[src/rtl/mux_scan_n.sv]
// N-input registered multiplexer with manual select and a masked round-robin auto scan.
// Output data and select index update together, one cycle after d/sel_in/mode.
module mux_scan_n #(
  parameter int WIDTH = 4,
  parameter int N     = 4,
  parameter int SEL_W = $clog2(N),
  parameter int DWELL = 4
) (
  input  logic               clk,
  input  logic               rst,
  input  logic [N*WIDTH-1:0] d,
  input  logic               mode,
  input  logic [SEL_W-1:0]   sel_in,
  input  logic               en,
  input  logic [N-1:0]       skip_mask,
  output logic [WIDTH-1:0]   y,
  output logic [SEL_W-1:0]   sel_out,
  output logic [N-1:0]       onehot,
  output logic               wrap
);

  localparam int CNT_W = (DWELL > 1) ? $clog2(DWELL) : 1;
  localparam logic [CNT_W-1:0] CNT_LAST = CNT_W'(DWELL - 1);

  logic [SEL_W-1:0] sel_q, sel_d;
  logic [CNT_W-1:0] cnt_q, cnt_d;
  logic [WIDTH-1:0] y_q, y_d;
  logic             wrap_q, wrap_d;

  logic [WIDTH-1:0] ch [N];
  for (genvar k = 0; k < N; k++) begin : g_ch
    assign ch[k] = d[k*WIDTH +: WIDTH];
  end

  // Circular search split in two: lowest unmasked index above sel_q, else lowest at/below it.
  logic             hi_found, lo_found;
  logic [SEL_W-1:0] hi_idx, lo_idx;

  always_comb begin
    hi_found = 1'b0;
    lo_found = 1'b0;
    hi_idx   = '0;
    lo_idx   = '0;
    for (int k = N - 1; k >= 0; k--) begin
      if (!skip_mask[k]) begin
        if (SEL_W'(k) > sel_q) begin
          hi_found = 1'b1;
          hi_idx   = SEL_W'(k);
        end else begin
          lo_found = 1'b1;
          lo_idx   = SEL_W'(k);
        end
      end
    end
  end

  logic all_masked;
  assign all_masked = &skip_mask;

  always_comb begin
    sel_d  = sel_q;
    cnt_d  = cnt_q;
    wrap_d = 1'b0;
    y_d    = '0;
    if (en) begin
      if (!mode) begin
        if (32'(sel_in) < N) sel_d = sel_in;
        cnt_d = '0;
      end else if (cnt_q == CNT_LAST) begin
        cnt_d = '0;
        if (hi_found) begin
          sel_d = hi_idx;
        end else if (lo_found) begin
          sel_d  = lo_idx;
          wrap_d = (lo_idx < sel_q);
        end
      end else begin
        cnt_d = cnt_q + CNT_W'(1);
      end
    end
    if (!(en && mode && all_masked)) y_d = ch[sel_d];
  end

  always_ff @(posedge clk or posedge rst) begin
    if (rst) begin
      sel_q  <= '0;
      cnt_q  <= '0;
      y_q    <= '0;
      wrap_q <= 1'b0;
    end else begin
      sel_q  <= sel_d;
      cnt_q  <= cnt_d;
      y_q    <= y_d;
      wrap_q <= wrap_d;
    end
  end

  assign y       = y_q;
  assign sel_out = sel_q;
  assign onehot  = N'(1) << sel_q;
  assign wrap    = wrap_q;

endmodule

[config.mk]
export PLATFORM = sky130hd
export DESIGN_NAME = mux_scan_n
export DESIGN_NICKNAME = d
export VERILOG_FILES = /design/src/rtl/mux_scan_n.sv
export SDC_FILE = /design/constraint.sdc
export NUM_CORES = 1
export LEC_CHECK = 0
export BUFFER_PORTS_ARGS = -buffer_cell sky130_fd_sc_hd__buf_2
export CAP_MARGIN = 10
export CORE_MARGIN = 3
export CORE_UTILIZATION = 45
export CTS_CLUSTER_SIZE = 8
export DETAILED_ROUTE_END_ITERATION = 16
export PLACE_DENSITY = 0.79
export SETUP_SLACK_MARGIN = 0.4
export SYNTH_ARGS = -nofsm -noshare
export SYNTH_HDL_FRONTEND = slang
export SYNTH_SLANG_ARGS = --single-unit
[constraint.sdc]
create_clock -name clk -period 4.2 [get_ports clk]
set_clock_uncertainty 0.2 [all_clocks]
set_input_delay 0.84 -clock clk [delete_from_list [all_inputs] [get_ports clk]]
set_output_delay 0.84 -clock clk [all_outputs]
set_load 0.05 [all_outputs]
==> results.cfg <==
[floorplanning]
io_pins = 37
die_width_um = 46.2
num_rows = 13
dieArea_um2 = 2140
core_area_um2 = 1400
die_y_um = 46.2
initial_core_util_pct = 52.1

[yosys]
post-synth-top-count-cell = dfrtp_1
syn_nets = 111
ys_ff_latch = 9
async_flop_share_pct = 100
avgSynthCellArea_um2 = 8.77
synth_commonest_cells = 9 x dfrtp_1, 8 x mux2i_1, 7 x nor2_1
synth_area_leaders = dfrtp_1 31%, mux2i_1 11%, o22ai_1 4.3%, nor2_1 3.6%, ha_1 3.4%
yosysWarnings = 0
netlist_area_um2 = 728
yosysSeqAreaShare_pct = 30.9
synth_cells = 83
synth-edff-count = 0
yosysUniqueCellTypes = 37
yosysTopAreaCellShare_pct = 30.9
synth_top_area_cell = dfrtp_1
synth_flop_cell = dfrtp_1

[pwr]
peakVddDrop_mv = 0.217
p_per_area_nw_per_um2 = 428
leakage_uw = 0.000497
totalPowerFinal_uw = 391

[drt]
totalWireLength_um = 1800
wl_per_cell_um = 13.5
ant_nets = 0
route.vias.total = 722
drc_errors = 0
viasPerCell = 5.43
dr.pass1.iters = 3
drtIter0Drc = 7

[clock_tree]
clkSinkCount = 9
cts_made_buffers = 3
clk_path_buf_depth = 2
clk_pin_slew_ns = 0.06
tritoncts = done
cts_setup_buffers = 0
htreeDepth = 1
cts_hold_buf = 0
clk_latency_ns = 0.26
root_buffer = clkbuf_4
cts_resized = 0

[final_layout]
drive_gt1_share_pct = 42.4
nFillCells = 124
syn_to_final_growth_pct = 25.4
seq_area_um2 = 225
diodes = 0
nets = 147
finalInstanceArea_um2 = 913
final_core_util_pct = 65.3
multi_input_area_um2 = 440

[sta]
slew_headroom_pct = 61.1
max_freq_ghz = 0.417
setup_tns_ns = 0
tightest_slew_ns = 0.583
post-route-period-util_pct = 57.1
drv_slew = 0
setup_violations = 0
rsz0062_at_grt = no
period_needed_ns = 2.40
report.final.hold_viol_count = 0
finalWorstSetupSlack_ns = 1.80

[placement]
port_buffers = 36
hpwl_um = 1460
dp_slack_ns = 1.58
postPlaceCellArea_um2 = 887
place_congestion = 0.868

[worst_hold_path]
hp-class = in -> async

[setup_path]
crit_arrival_ns = 1.36
start_kind = flop
critPathMaxFanout = 15
end_kind = primary output
crit_type = reg -> out
worstPathRequired_ns = 3.16

[grt]
grt_usage_pct = 19.1
grt_pass1_vias = 691
grt_max_degree = 16
antenna_found_initial = 0
grt_overflow = 0
grt_pass1_wl_um = 2900

[job]
maxCapViolCount = 0

[outcome]
status = finished, final reports clean
==> placed cells by master (no fill, tap or decap), drive strengths merged <==
master and instances:
o22ai 6, inv 6, ha 2, nand2 5
buf 36, mux2 1, nand2b 3, a21oi 4
mux2i 8, and3 1, a211oi 1, nor3 1
nand3 4, o21ai 6, nand3b 1, a22o 1
and2 2, dfrtp 9, nor2b 1, a21boi 1
o21bai 1, o21a 1, o31ai 1, clkbuf 4
nor2 8, a221oi 1, a311oi 1, or4 1
and2b 1
==> layout make-up <==
class / instances / share of cell area [%]
Clock buffer: 4 / 2.88
Inverter: 6 / 2.47
Multi-Input combinational cell: 63 / 48.2
Sequential cell: 9 / 24.7
Tap cell: 15 / 2.05
Timing Repair Buffer: 36 / 19.7
==> through the flow <==
step,cells,hold slack [ns]
after global routing,133,0.337
after floorplan,83,0.311
after CTS,133,0.347
final,133,0.332
after detailed placement,129,0.346
after global placement,129,0.334
==> power by group <==
group	switching [µW]	internal (µW)
sequential	19.5	104
combinational	136	66.2
clock	28.5	36.5
==> critical path, cell delays in order (launching register included) <==
cell and delay (ns):
dfrtp_1 0.62, and2_1 0.22, buf_2 0.27
==> cells by family (layout without fill, tap and decap cells) <==
| logic type | count (synthesis) | count (layout) | share of synthesized area, % |
|---|---|---|---|
| AOI/OAI and AO/OA | 24 | 24 | 23.0 |
| buffers and inverters | 11 | 46 | 8.59 |
| DFF | 9 | 9 | 30.9 |
| muxes | 9 | 9 | 12.5 |
| and+or+nand+nor | 28 | 28 | 21.5 |
| adders and majority gates | 2 | 2 | 3.44 |
==> path summary, 6_finish.rpt <==
kind	slack, ns	from	to	depth (start not counted)
max	1.80	sel_out[0]	onehot[3]	2
min	0.33	rst	y[2]	2
max reg2reg	1.91	sel_out[1]	y[0]	6
min reg2reg	0.36	cnt_q[1]	cnt_q[1]	2
max in group asynchronous	3.21	rst	y[0]	2
min in group clk	0.36	cnt_q[1]	cnt_q[1]	2
==> per-layer routing <==
layer | vias to the layer above | global-route usage [%] | routed length, µm | part of all wire (%)
met5 | - | 0 | 0 | 0
met4 | 0 | 5.11 | 10 | 0.56
met3 | 2 | 7.42 | 81 | 4.5
met2 | 22 | 30.8 | 909 | 51
met1 | 329 | 23.4 | 799 | 44
li1 | 369 | - | - | -
==> flip-flops by register name (all words and copies together), names as in the netlist <==
name	count
wrap	1
cnt_q	2
sel_out	2
y	4
(Power assumes the default switching activity.)
